`config.mk`:
```
export PLATFORM = sky130hd
export DESIGN_NAME = serial_subtractor
export DESIGN_NICKNAME = d
export VERILOG_FILES = /design/src/rtl/serial_subtractor.sv
export SDC_FILE = /design/constraint.sdc
export NUM_CORES = 1
export LEC_CHECK = 0
export CAP_MARGIN = 20
export CORE_UTILIZATION = 54
export CTS_CLUSTER_SIZE = 40
export DETAILED_ROUTE_END_ITERATION = 12
export GPL_TIMING_DRIVEN = 0
export PLACE_DENSITY = 0.89
export SETUP_SLACK_MARGIN = 0.5
export SLEW_MARGIN = 20
export SYNTH_ARGS = -nofsm -noshare
export SYNTH_HDL_FRONTEND = slang
export SYNTH_SLANG_ARGS = --single-unit
```
`constraint.sdc`:
```
create_clock -name clk -period 2.65 [get_ports clk]
set_clock_uncertainty 0.1 [all_clocks]
set_input_delay 0.265 -clock clk [delete_from_list [all_inputs] [get_ports clk]]
set_output_delay 0.265 -clock clk [all_outputs]
set_load 0.02 [all_outputs]
```
`src/rtl/serial_subtractor.sv`:
```
// Bit-serial unsigned subtractor: one bit pair per clock, LSB first.
// Result and final borrow are registered on the last shift and held until the next operation completes.
module serial_subtractor #(
    parameter int WIDTH = 8
) (
    input  logic             clk,
    input  logic             rst_n,
    input  logic             start,
    input  logic [WIDTH-1:0] a,
    input  logic [WIDTH-1:0] b,
    output logic             busy,
    output logic             done,
    output logic [WIDTH-1:0] diff,
    output logic             borrow
);

    localparam int CW = (WIDTH > 2) ? $clog2(WIDTH) : 1;
    localparam logic [CW-1:0] LAST_CNT = CW'(WIDTH - 1);

    typedef enum logic [1:0] {
        IDLE  = 2'd0,
        SHIFT = 2'd1,
        DONE  = 2'd2
    } state_t;

    state_t         state, state_nx;
    logic [WIDTH-1:0] a_sh, b_sh, res_sh;
    logic [CW-1:0]  cnt;
    logic           bq;
    logic           d_bit, bq_nx, last;

    // Full-subtractor cell: returns {borrow_out, difference}.
    function automatic logic [1:0] sub_bit(input logic ai, input logic bi, input logic bin);
        return {(~ai & bi) | (~(ai ^ bi) & bin), ai ^ bi ^ bin};
    endfunction

    assign {bq_nx, d_bit} = sub_bit(a_sh[0], b_sh[0], bq);
    assign last           = (cnt == LAST_CNT);
    assign busy           = (state != IDLE);
    assign done           = (state == DONE);

    always_comb begin
        state_nx = state;
        case (state)
            IDLE:    if (start) state_nx = SHIFT;
            SHIFT:   if (last)  state_nx = DONE;
            DONE:    state_nx = IDLE;
            default: state_nx = IDLE;
        endcase
    end

    always_ff @(posedge clk) begin
        if (!rst_n) state <= IDLE;
        else        state <= state_nx;
    end

    // Control and visible results; the last SHIFT edge is the entry into DONE.
    always_ff @(posedge clk) begin
        if (!rst_n) begin
            cnt    <= '0;
            bq     <= 1'b0;
            diff   <= '0;
            borrow <= 1'b0;
        end else begin
            if (state == IDLE && start) begin
                cnt <= '0;
                bq  <= 1'b0;
            end else if (state == SHIFT) begin
                cnt <= cnt + 1'b1;
                bq  <= bq_nx;
                if (last) begin
                    diff   <= {d_bit, res_sh[WIDTH-1:1]};
                    borrow <= bq_nx;
                end
            end
        end
    end

    // Operand and partial-result shifters carry no reset: every bit is rewritten before use.
    always_ff @(posedge clk) begin
        if (state == IDLE && start) begin
            a_sh <= a;
            b_sh <= b;
        end else if (state == SHIFT) begin
            a_sh   <= a_sh >> 1;
            b_sh   <= b_sh >> 1;
            res_sh <= {d_bit, res_sh[WIDTH-1:1]};
        end
    end

endmodule

```
### Yosys cells after proc, flatten, opt, wreduce, memory -nomap -nowiden

Index checks and enable logic that the tools add are counted.

* bits in registers: 39
* bits of input ports: 19
* logic and storage cells: 38

* $add $sub $neg: 1
* equality and inequality tests: 5
* multiplexer cells: 7
* bitwise gates (word level): 9
* reduce and logical (&&, ||, !) cells: 8

Operators with widths (number)
* two-way mux 8 bit: 4
* two-way mux 2 bit: 2
* != test 2 bit, second input constant: 2
* inverter 1 bit: 4
* case mux 2 bit (2 select lines): 1
* AND reduction 2 bit: 2
* nonzero test 2 bit: 2
* adder 3 x 1 -> 3 bit, second input constant: 1
* equality test 3 bit, second input constant: 1
* AND reduction 3 bit: 1
* bitwise AND 1 bit: 2
* equality test 2 x 1 -> 1 bit, second input constant: 1
* equality test 2 bit, second input constant: 1
* zero test 2 bit: 1
* OR reduction 2 bit: 1
* bitwise XOR 1 bit: 2
* logical AND 1 bit: 1
* OR 1 bit: 1

### Logic depth before layout (Yosys ltp)

Gate-level depths: netlist (run 1).

* depth after elaboration: 4
* gate-level depth with buffers: 5

### Worst setup path after synthesis (run 1)

OpenSTA, ideal clock, no wires.

* path type: flip-flop to flip-flop
* start: register state[1]
* end: register a_sh[2] (data pin)
* setup time: 0.260 ns
* data arrival time: 1.169 ns
* setup slack: 1.121 ns
* cell stages (with the launch flop): 4
* path buffers: 1
* clock period less this slack: 1.529 ns
* path through: dfxtp_1 nor3b_4 buf_6 mux2_2

* word-level cells in the longest chain between the ends: 3

Ends and longest elaborated chain
* start, declared: line 26 `state_t state, state_nx;`
* start signal, assigned: line 54 `else state <= state_nx;`
* zero test 2 bit: line 81 `if (state == IDLE && start) begin`
* logical AND 1 bit: line 81
* two-way mux 8 bit: line 81
* end signal, assigned: line 85 `a_sh <= a_sh >> 1;`
* end, declared: line 27 `logic [WIDTH-1:0] a_sh, b_sh, res_sh;`

Every way passes these cells.
A chain may end at the register's enable or synchronous reset.

### Final worst setup path (run 1)

* start: register state[0]
* end: output port done

* word-level cells in the longest chain between the ends: 1

Ends and longest elaborated chain
* equality test 2 bit: line 40 `assign done = (state == DONE);`
* end, declared: line 12 `output logic done,`

Every way passes these cells.

==> impl.org, run 1 <==
** Run status
- Run status :: finished clean

** Critical path
- The largest individual stage delay along the critical path comes from the cell sky130_fd_sc_hd__clkdlybuf4s50_1.
- By startpoint and endpoint, the worst setup path is classified as flop to output port.
- Number of cell instances on the worst register-to-register path :: 3
- Broken down by cell family, the worst path's largest delay share belongs to buffers and inverters.
- Reg-to-reg slack, setup :: 0.98 ns
- The signal on the critical path passes through and2b_2 > clkdlybuf4s50_1.
- CP Buf/Inv Count :: 1
- STA classifies the critical path startpoint as a flop.
- STA classifies the critical path endpoint as an output port.
- The startpoint identified for the worst register-to-register timing path is state[1].
- At the worst endpoint, the required time is ~2.3 ns.
- Maximum fanout along the worst path :: 7
- At the worst endpoint, the arrival time is 1.55 ns.
- In this run the critical register-to-register path is captured at b_sh[0].
- In this design, the stage delay of the slowest critical-path cell is 0.53 ns.

** Timing
- The count of final max-slew check failures was 0.
- Setup repair after global routing left no endpoint under its margin.
- On the final layout, the worst hold slack is 0.169 ns.
- Setup total negative slack :: 0 ns
- The worst path needs roughly 1.9 ns of the cycle, external delays included.
- Final number of setup-violating endpoints :: 0
- Slew at the pin closest to its max-slew limit :: 0.501 ns
- Setup slack closes at about 0.73 ns.
- The number of endpoints with negative hold slack in the final report was 0.
- The final critical path takes up 72.3% of the cycle.
- The worst pin sits at a relative slew slack of between 60% and 70%.
- Timing would allow up to between 500 and 600 MHz.

** Finish
- From synthesis to final layout, the design area changed by 24.6%.
- Final cell utilization of the core :: 70.3%
- Antenna diodes :: 0
- Of the cells placed in the final design, the portion with a size suffix greater than 1 is 21.6%.
- At the end of the flow, the number of nets in the layout was roughly 170.
- Most common cell after layout, fill and taps aside :: sky130_fd_sc_hd__clkdlybuf4s50_1
- Commonest non-fill, non-tap cells in the layout :: 28 x sky130_fd_sc_hd__clkdlybuf4s50_1, 24 x sky130_fd_sc_hd__nand2_1, 23 x sky130_fd_sc_hd__edfxtp_1
- The count of cells in the finished layout, fillers not included, comes to 179.

** Routing
- Detailed-route vias per instance :: 5.21
- Remaining DRCs :: 0
- Detailed-route via count :: 932
- For this block, the routed nets add up to 2440 µm of wire.
- After detailed routing, the average wire length per cell comes to ~14 µm.
- DR pass1 iterations :: 4
- ANT nets after route :: 0
- Iteration-0 DRC Markers :: 14

** Placement
- RD Place Congestion :: 0.706
- Port buffering added 28 buffers.
- Detailed placement ended at an HPWL of 1790 µm.
- Worst slack, placed :: 0.574 ns
- Placed cell count :: around 170

** Clocking
- CTS placed an instance of sky130_fd_sc_hd__clkbuf_4 at the clock tree root.
- Hold repair after CTS inserted 0 buffers.
- After clock tree synthesis, the repair step resized 0 gates.
- The clock passes through at most 2 buffers.
- Buffers added to address setup during post-CTS repair amount to 0.
- Register clock-pin slew on the reported worst setup and hold paths :: 0.11 ns
- Depth of the CTS H-tree :: 2
- At the later pin of the worst-skew pair, clock insertion delay measures 0.33 ns.
- Number of CTS-inserted buffers :: 5
- TritonCTS built the clock tree.
- The clock net in this run drives a total of 38 sinks.

** Global routing
- Global route overflow :: 0
- Number of antenna violations at the first check in global routing :: 0
- The number of global-route vias before repair came to 1032.
- Maximum number of pins on one net before global-route repair :: 22
- The first global-routing pass estimated 4370 µm of wire.
- Total GRT Usage :: 18.7%

** Die
- Placement Rows :: 19
- The floorplan step set the die height to 55.5 µm.
- Measured along the x axis, the die boundary spans 55.5 µm.
- For this configuration, the core starts out at a cell density of 56.5%.
- Die Outline Area :: between 0.003 and 0.004 mm²
- The core region is roughly 0.0027 mm².
- For this design the top-level I/O count stands at 30.

** Synth
- Number of unique standard cell types used by synthesis :: 23
- Fraction of synthesized cell area taken by the top area cell type :: 44.7%
- Post-synthesis instance area :: about 0.0015 mm²
- The share of the Yosys chip area taken by registers is 64.2%.
- During synthesis, Yosys emitted a total of 0 warnings.
- The cell count after synthesis came out at between 100 and 150.
- By area the synthesized netlist is led by sky130_fd_sc_hd__edfxtp_1 45%, sky130_fd_sc_hd__dfxtp_1 19%, sky130_fd_sc_hd__mux2_2 10%.
- Avg Synthesized Cell Area :: 13.8 µm²
- Top cell type by total area after synthesis :: sky130_fd_sc_hd__edfxtp_1
- #FFs+latches synth :: 38
- Synthesis produced a netlist with a net count of ~130.

** Power
- Ratio of total power to cell area :: 573 mW/mm²
- Worst VDD drop :: 0.472 mV
- Comb power frac :: about a tenth
- The analysis attributes to cell leakage a power of about 0.70 nW.
- Clock power share :: 27.1%
- Internal Dissipation :: between 0.8 and 0.9 mW
- Portion of total power attributed to sequential cells :: 63.0%
- Of the total power, the share spent switching nets is 20.9%.
- Switching component of the power :: 0.230 mW

** Min path
- Hold Path Stages :: 3
- Hold/Removal Path Class :: input pin to flop
- Source of the worst hold timing path :: rst_n
- The worst hold path terminates at cnt[2].

** Run
- The tool flagged a number of max-cap violations equal to 0.
## metal layers
metal / part of all wire [%] / wire (µm) / up-vias / GRT usage (%)
met5: 0 / 0 / - / 0
met4: 1.1 / 27 / 0 / 9.64
met3: 5.3 / 129 / 4 / 5.39
met2: 53 / 1290 / 31 / 31.5
met1: 41 / 994 / 438 / 21.6
li1: - / - / 459 / -
## through the flow
step,power (mW),area (µm²)
6_report,1.10,1920
5_1_grt,1.17,1920
4_1_cts,1.12,1920
3_5_place_dp,0.818,1860
3_3_place_gp,0.811,1860
2_1_floorplan,0.771,1540
## registers in the layout (all words and copies together) (netlist names)
register and flops:
a_sh 8, b_sh 8, borrow 1, bq 1, cnt 3, diff 8
res_sh 7, state 2
## synthesized netlist by cell type
library cell / n
sky130_fd_sc_hd__fa_1: 1
sky130_fd_sc_hd__clkbuf_1: 2
sky130_fd_sc_hd__nand2_1: 24
sky130_fd_sc_hd__ha_1: 2
sky130_fd_sc_hd__dfxtp_1: 15
sky130_fd_sc_hd__buf_6: 1
sky130_fd_sc_hd__and3b_2: 1
sky130_fd_sc_hd__and2b_2: 1
sky130_fd_sc_hd__o21ba_2: 1
sky130_fd_sc_hd__o22ai_1: 4
sky130_fd_sc_hd__mux2_2: 14
sky130_fd_sc_hd__buf_4: 1
sky130_fd_sc_hd__nor3b_4: 1
sky130_fd_sc_hd__or2b_2: 1
sky130_fd_sc_hd__buf_2: 1
sky130_fd_sc_hd__or2_2: 1
sky130_fd_sc_hd__and2_1: 1
sky130_fd_sc_hd__edfxtp_1: 23
sky130_fd_sc_hd__and2_2: 2
sky130_fd_sc_hd__and3_1: 1
sky130_fd_sc_hd__nand2b_1: 2
sky130_fd_sc_hd__inv_1: 3
sky130_fd_sc_hd__mux2i_1: 9
## power by group through the flow
stage / Sequential [mW] / Clock (mW) / Combinational, mW
floorplan: 0.701 / 0 / 0.0698
global placement: 0.705 / 0 / 0.106
detailed placement: 0.707 / 0 / 0.111
CTS: 0.694 / 0.310 / 0.111
global route: 0.700 / 0.345 / 0.121
finish: 0.694 / 0.299 / 0.109
## cell type report
cell class,instances,area [µm²]
flip-flops and latches,38,991
fillers,207,811
multi-input cells,66,510
repair buffers,28,280
clock buffers,7,55.1
well taps,31,38.8
plain buffers,5,31.3
inverters,3,11.3
clock inverters,1,5.00
## logic make-up after synthesis
kind of cell               Yosys count  synth area share [%]
buffers and inverters                8                  2.76
and+or+nand+nor                     35                  11.8
adders and majority gates            3                  2.92
muxes                               23                  16.0
DFF                                 38                  64.2
AOI/OAI and AO/OA                    5                  2.27
## how the worst max path moves through the flow
stage                  start      end  cells past startpoint  slack, ns
CTS                 state[0]     done                      2       0.71
global route        state[0]     done                      2       0.65
finish              state[0]     done                      2       0.73
global placement       start  a_sh[6]                      4       0.58
detailed placement     start  b_sh[6]                      4       0.57
floorplan           state[1]  a_sh[2]                      3       1.12
## worst reg2reg max path, stage by stage, from the launching register on
cell and delay [ns]:
sky130_fd_sc_hd__dfxtp_1 0.38, sky130_fd_sc_hd__nor3b_4 0.41, sky130_fd_sc_hd__buf_6 0.21, sky130_fd_sc_hd__mux2_2 0.34
Note: power is estimated with default switching activity, not from simulation.
==> run 2: changes to the inputs <==
--- a/config.mk
+++ b/config.mk
@@ -6,11 +6,11 @@
 export NUM_CORES = 1
 export LEC_CHECK = 0
 export CAP_MARGIN = 20
-export CORE_UTILIZATION = 54
+export CORE_UTILIZATION = 50
 export CTS_CLUSTER_SIZE = 40
 export DETAILED_ROUTE_END_ITERATION = 12
 export GPL_TIMING_DRIVEN = 0
-export PLACE_DENSITY = 0.89
+export PLACE_DENSITY = 0.83
 export SETUP_SLACK_MARGIN = 0.5
 export SLEW_MARGIN = 20
 export SYNTH_ARGS = -nofsm -noshare
==> constraint.sdc (replaced) <==
create_clock -name clk -period 1.96 [get_ports clk]
set_clock_uncertainty 0.1 [all_clocks]
set_input_delay 0.196 -clock clk [delete_from_list [all_inputs] [get_ports clk]]
set_output_delay 0.196 -clock clk [all_outputs]
set_load 0.02 [all_outputs]
==> impl.org, run 2 (same netlist as run 1, synthesis figures left out) <==
** Power
- The total leakage power was 0.829 nW (+18%).
- Clock power share :: 31.1% (+4.0 points)
- Comb power frac :: 11.4% (+1.5 points)
- Internal Dissipation :: 1.30 mW (+49%)
- Total power :: 1.63 mW (+48%)
- Ratio of total power to cell area :: 802 mW/mm² (+40%)
- The switching power summed over all nets was 0.334 mW (+45%).
- The switching part of the total is 20.5% (-0.43 points).
- Worst VDD drop :: 0.626 mV (+33%)
- Portion of total power attributed to sequential cells :: 57.4% (-5.6 points)

** Finish
- In the final layout, the registers with the most flip-flops are a_sh: 8 flops, b_sh: 8 flops, diff: 8 flops.
- Layout cell share with drive strength beyond 1 :: 26.3% (+4.7 points)
- Final instance area :: 0.00204 mm² (+5.9%)
- Commonest non-fill, non-tap cells in the layout :: 24 x sky130_fd_sc_hd__nand2_1, 23 x sky130_fd_sc_hd__edfxtp_1, 17 x sky130_fd_sc_hd__clkdlybuf4s50_1
- The final-stage net count is 173 (+2.4%).
- The library cell used most frequently in the layout, excluding fill and tap cells, is sky130_fd_sc_hd__nand2_1.
- The utilization of the core after routing is 72.0% (+1.7 points).
- Antenna diodes :: 0 (unchanged)
- Synthesis-to-finish area growth :: 31.9%

** Clocking
- The count of hold-fix buffers inserted at cts came to 0 (unchanged).
- The count of clock tree sinks was 38 (unchanged).
- Number of CTS-inserted buffers :: 5 (unchanged)
- The clock input transition at the sequential cells of the worst setup and hold paths is 0.11 ns (about the same).
- Later-pin clock latency in the skew report :: 0.33 ns (about the same)
- The maximum buffer depth of the clock tree was 2 (unchanged).
- The tree is rooted in a sky130_fd_sc_hd__clkbuf_4.
- Depth of the CTS H-tree :: 2 (unchanged)
- TritonCTS built the clock tree.

** Timing
- The remaining max-slew budget at the tightest pin was 65.1% (-1.5 points).
- Tmin final :: 1.55 ns
- The count of final max-slew check failures was 0 (unchanged).
- Final number of setup-violating endpoints :: 0 (unchanged)
- The accumulated negative setup slack was 0 ns (unchanged).
- Final number of hold-violating endpoints :: 0 (unchanged)
- Of the available clock period, the critical path in the final layout requires approximately 80%.
- Timing would allow up to 647 MHz.
- Setup repair after global routing could not meet its margin everywhere.
- The transition time at the pin with the least slew margin came to 0.523 ns (+0.0218 ns).

** Die
- The row count was 19 (unchanged).
- The vertical extent of the die was 57.6 µm (+3.8%).
- Die X-Extent :: 57.6 µm (+3.8%)
- IO Count :: 30 (unchanged)
- The core outline area was 0.00283 mm² (+3.5%).
- The floorplan die area is 0.00331 mm² (+7.7%).
- The effective utilization at floorplan is 54.6% (-1.9 points).

** Placement
- The last weighted congestion value of the routability-driven placer is 0.737 (+4.3%).
- Placement-stage cell area :: 0.00186 mm² (about the same)
- Placed wire-length estimate after detailed placement :: 1720 µm (-3.9%)
- The count of input and output buffers is 28 (unchanged).

** Critical path
- STA classifies the critical path endpoint as a flop.
- The maximum fanout along the worst path was 6 (-1).
- The worst endpoint data arrival time was 1.53 ns (-0.02 ns).
- STA classifies the critical path startpoint as a flop.
- Delay of the slowest cell on the worst path :: 0.38 ns (-0.15 ns)
- Required arrival time at the worst endpoint :: 1.95 ns (-0.34 ns)
- The slowest stage of the critical path is the sky130_fd_sc_hd__dfxtp_4 cell.
- The setup path with the least slack is of type flop to flop.
- Chain of cells forming the critical path :: nor3b_4 > buf_6 > mux2_4

** Run
- The number of maximum-capacitance violations was 0 (unchanged).

** Routing
- The routed wire length came to 2590 µm (+6.2%).
- The iteration-0 DRC count of the detailed router is 35 (+21).
- The remaining routing DRC violations is 3 (+3).
- Detailed-route via count :: 957 (+2.7%)
- The via density per instance is 5.23 (+0.44%).
- The average routed wire per standard cell was 14.1 µm (+3.8%).
- DR pass1 iterations :: 8 (+4)
- ANT nets after route :: 0 (unchanged)

** Min path
- Hold/Removal Path Class :: input pin to flop

** Global routing
- Global route overflow :: 0 (unchanged)
- The global-route wire length before repair came to 4310 µm (-1.4%).
- The number of global-route vias before repair is 976 (-5.4%).
- Total GRT Usage :: 17.7% (-1.0 points)
- The number of antenna violations at the first check in global routing was 0 (unchanged).
- The maximum number of pins on one net before global-route repair came to 22 (unchanged).

** Run status
- The checks that failed: design-rule violations.
- Run status :: complete, but fails checks
run 2: cell count changes in the layout (fill, tap and decap cells not counted), moves of 2 or more:
| cell | delta |
|---|---|
| sky130_fd_sc_hd__buf_6 | +3 |
| sky130_fd_sc_hd__clkdlybuf4s50_1 | -11 |
| sky130_fd_sc_hd__dfxtp_1 | -3 |
| sky130_fd_sc_hd__dfxtp_4 | +2 |
| sky130_fd_sc_hd__dlygate4sd2_1 | +9 |
| sky130_fd_sc_hd__mux2_2 | -14 |
| sky130_fd_sc_hd__mux2_4 | +14 |
run 2: routing by layer:
metal	GRT usage (%)	part of all wire, %	wire, µm	vias to the layer above
met5	0	0	0	-
met1	21.9	44	1140	450
met3	5.22	5.2	134	6
met2	27.9	49	1280	31
met4	9.76	1.4	36	0
li1	-	-	-	470
run 2: repair_timing:
| item | 4_1_cts | 5_1_grt |
|---|---|---|
| gates cloned | 1 | 0 |
| setup endpoints to repair | 27 | 28 |
| pin swaps | 1 | 0 |
| setup buffers | 3 | 0 |
| resized for setup | 37 | 4 |
run 2: critical path: cells and delay by family (launching register included):
family,cells,cell delay (ns)
flops,1,0.38
simple gates,1,0.33
mux,1,0.30
buf+inv,1,0.19
run 2: final timing paths:
path | start | slack (ns) | end | cells after the start
max | state[1] | 0.41 | a_sh[6] | 3
min | rst_n | 0.10 | cnt[1] | 3
max reg2reg | state[1] | 0.41 | a_sh[6] | 3
min reg2reg | diff[3] | 0.36 | diff[3] | 2
run 2: per-stage QoR:
step	hold WS, ns	worst slack (ns)	std cells
after floorplan	0.307	0.439	112
after global placement	0.335	-0.0339	171
after detailed placement	0.341	-0.0468	171
after CTS	0.0892	0.384	183
after global routing	0.110	0.366	183
final	0.103	0.414	183
run 2: layout make-up:
class                      count  area, µm²
timing repair buffer          32        308
fill                         186        792
multi-input combinational     66        566
buffer                         5       38.8
tap                           31       38.8
inverter                       3       11.3
sequential                    38       1000
clock buffer                   6       41.3
clock inverter                 2       33.8
run 2: power groups by stage:
stage	Sequential [mW]	Combinational (mW)	Clock (mW)
finish	0.938	0.187	0.508
global route	0.944	0.203	0.551
CTS	0.938	0.189	0.522
detailed placement	0.955	0.150	0
global placement	0.953	0.144	0
floorplan	0.948	0.0946	0
==> run 3: changes to the inputs <==
==> constraint.sdc (replaced) <==
create_clock -name clk -period 1.6 [get_ports clk]
set_clock_uncertainty 0.1 [all_clocks]
set_input_delay 0.16 -clock clk [delete_from_list [all_inputs] [get_ports clk]]
set_output_delay 0.16 -clock clk [all_outputs]
set_load 0.02 [all_outputs]
==> impl.org, run 3 (same netlist as run 1, synthesis figures left out) <==
** Critical path
- The kind of cell with the highest combined delay along the critical path is flip-flops.
- Maximum fanout along the worst path :: 10 (+4)
- Arrival time at the worst endpoint :: 1.49 ns (-0.04 ns)
- Crit path launch type :: flop
- Chain of cells forming the critical path :: nor3b_4 > buf_6 > mux2_2
- The worst setup path is captured at a flop.
- For this design, the slowest cell found on the critical path is sky130_fd_sc_hd__dfxtp_4.
- The count of buffer and inverter cells on the critical path is 1 (unchanged).
- The largest stage delay on the critical path came to 0.38 ns (about the same).
- Required arrival time at the worst endpoint :: 1.59 ns (-0.36 ns)
- By startpoint and endpoint, the worst setup path is classified as flop to flop.

** Clocking
- Clock tree root driver cell :: sky130_fd_sc_hd__clkbuf_4
- The number of buffers created by CTS came to 5 (unchanged).
- The count of clock tree sinks is 38 (unchanged).
- The maximum buffer depth of the clock tree is 2 (unchanged).
- Number of buffers added to fix hold violations after cts :: 0 (unchanged)
- Register clock-pin slew on the reported worst setup and hold paths :: 0.12 ns (about the same)
- The worst-skew pair later-pin latency was 0.34 ns (about the same).
- TritonCTS built the clock tree.
- Depth of the CTS H-tree :: 2 (unchanged)

** Global routing
- Global-route met3 utilization :: 6.80% (+1.6 points)
- The number of global-route vias before repair is 984 (+0.82%).
- Total GRT Usage :: 18.4% (+0.70 points)
- Met2 routing resource usage after global routing :: 30.9% (+3.0 points)
- Number of antenna violations at the first check in global routing :: 0 (unchanged)
- met2 is the most crowded layer.
- The global-route met1 utilization came to 20.3% (-1.6 points).
- Maximum number of pins on one net before global-route repair :: 22 (unchanged)
- The global-route wire length before repair was 4380 µm (+1.8%).
- The total congestion overflow is 0 (unchanged).

** Timing
- The minimum hold slack was 0.0500 ns (-0.0533 ns).
- Tmin final :: 1.50 ns (-0.0498 ns)
- The transition time at the pin with the least slew margin is 0.500 ns (-0.0227 ns).
- The share of the clock period used by the worst path after layout is 93.5% (+15 points).
- Final number of setup-violating endpoints :: 0 (unchanged)
- The accumulated negative setup slack is 0 ns (unchanged).
- Final number of hold-violating endpoints :: 0 (unchanged)
- The remaining max-slew budget at the tightest pin is 66.6% (+1.5 points).
- Setup repair after global routing could not meet its margin everywhere.
- Highest clock frequency the design can meet :: 668 MHz (+3.3%)
- Final Slew Violations :: 0 (unchanged)

** Finish
- Most common cell after layout, fill and taps aside :: sky130_fd_sc_hd__nand2_1
- The final-stage net count was 176 (+1.7%).
- Antenna diodes :: 0 (unchanged)
- Biggest registers after layout :: a_sh: 8 flops, b_sh: 8 flops, diff: 8 flops
- The share of post-route cells with drive strength above 1 came to 45.8% (+19 points).
- In the layout the commonest cells are 24 x sky130_fd_sc_hd__nand2_1, 23 x sky130_fd_sc_hd__edfxtp_1, 17 x sky130_fd_sc_hd__clkdlybuf4s50_1.
- The area of all placed cells without fillers is 0.00208 mm² (+2.1%).
- Synthesis-to-finish area growth :: 34.7%

** Run status
- The run finished, with violations left.
- Failing checks :: design-rule violations

** Run
- The number of maximum-capacitance violations is 0 (unchanged).

** Power
- The areal power density over the cells is 877 mW/mm² (+9.4%).
- The total power consumption of the routed design is 1.82 mW (+12%).
- The total leakage power came to 0.786 nW (-5.2%).
- Worst VDD drop :: 0.686 mV (+9.5%)

** Die
- The effective utilization at floorplan was 54.6% (unchanged).
- Vertical extent of the die :: 57.6 µm (unchanged)
- Die Outline Area :: 0.00331 mm² (unchanged)
- The core outline area was 0.00283 mm² (unchanged).
- IO Count :: 30 (unchanged)
- Placement Rows :: 19 (unchanged)
- Die X-Extent :: 57.6 µm (unchanged)

** Routing
- The iteration-0 DRC count of the detailed router is 37 (+5.7%).
- ANT nets after route :: 0 (unchanged)
- The remaining routing DRC violations was 3 (unchanged).
- Detailed-route vias per instance :: 5.15 (-1.5%)
- Routed len/inst :: 14.2 µm (+0.14%)
- The number of vias after detailed routing came to 958 (+0.10%).
- Total wirelength of the detailed-routed design :: 2640 µm (+1.8%)
- DR pass1 iterations :: 8 (unchanged)

** Placement
- The placed instance area came to 0.00191 mm² (+2.3%).
- The detailed placer's ending HPWL came to 1790 µm (+3.6%).
- The count of input and output buffers was 28 (unchanged).
- RD Place Congestion :: 0.708 (-3.9%)

** Min path
- The tightest min-delay check is of the input pin to flop type.
[run 3: cell types whose count changed in the layout (fill, tap and decap cells not counted), sizes merged]
cell,before,now
inv,3,2
dlygate4sd2,9,0
buf,8,21
clkinv,1,3
bufinv,1,0
clkdlybuf4s15,1,0
[run 3: power by group]
group / internal [mW] / leakage [nW] / switching, mW / total, mW
combinational: 0.123 / 0.395 / 0.0812 / 0.204
sequential: 1.12 / 0.358 / 0.0271 / 1.15
clock: 0.167 / 0.0320 / 0.303 / 0.470
total: 1.41 / 0.786 / 0.411 / 1.82
[run 3: worst paths after layout]
check	startpoint	to	slack [ns]	cells after the start
max	state[1]	a_sh[3]	0.10	3
min reg2reg	diff[5]	diff[5]	0.37	2
min	rst_n	borrow	0.05	3
max reg2reg	state[1]	a_sh[3]	0.10	3
[run 3: area by class of cell]
cell class | count | area [µm²]
sequential | 38 | 1010
inverter | 3 | 16.3
timing repair buffer | 35 | 367
tap | 31 | 38.8
clock buffer | 6 | 41.3
fill | 205 | 749
clock inverter | 2 | 10.0
buffer | 5 | 38.8
multi-input combinational | 66 | 554
[run 3: worst reg2reg max path: stages (launching register included)]
cell	delay [ns]
sky130_fd_sc_hd__dfxtp_4	0.38
sky130_fd_sc_hd__nor3b_4	0.26
sky130_fd_sc_hd__buf_6	0.18
sky130_fd_sc_hd__mux2_2	0.34
[run 3: per-layer routing]
| metal | wire length [µm] | up-vias | part of all wire (%) |
|---|---|---|---|
| li1 | - | 476 | - |
| met1 | 1070 | 443 | 41 |
| met2 | 1360 | 31 | 51 |
| met3 | 151 | 8 | 5.7 |
| met4 | 58 | 0 | 2.2 |
| met5 | 0 | - | 0 |
[run 3: timing repair]
action                                  CTS  global route
setup buffers                             3             3
pin swaps                                 4             0
gates resized for setup                  67            19
endpoints found under the setup margin   66            66
cloned                                    1             0
hold endpoints to repair                  0             0
[run 3: through the flow]
step,setup WS [ns],instances,utilization (%)
2_1_floorplan,0.0793,112,-
3_3_place_gp,-0.371,171,67.4
3_5_place_dp,-0.395,171,67.4
4_1_cts,0.0933,183,70.7
5_1_grt,0.0516,186,73.5
6_report,0.103,186,73.5
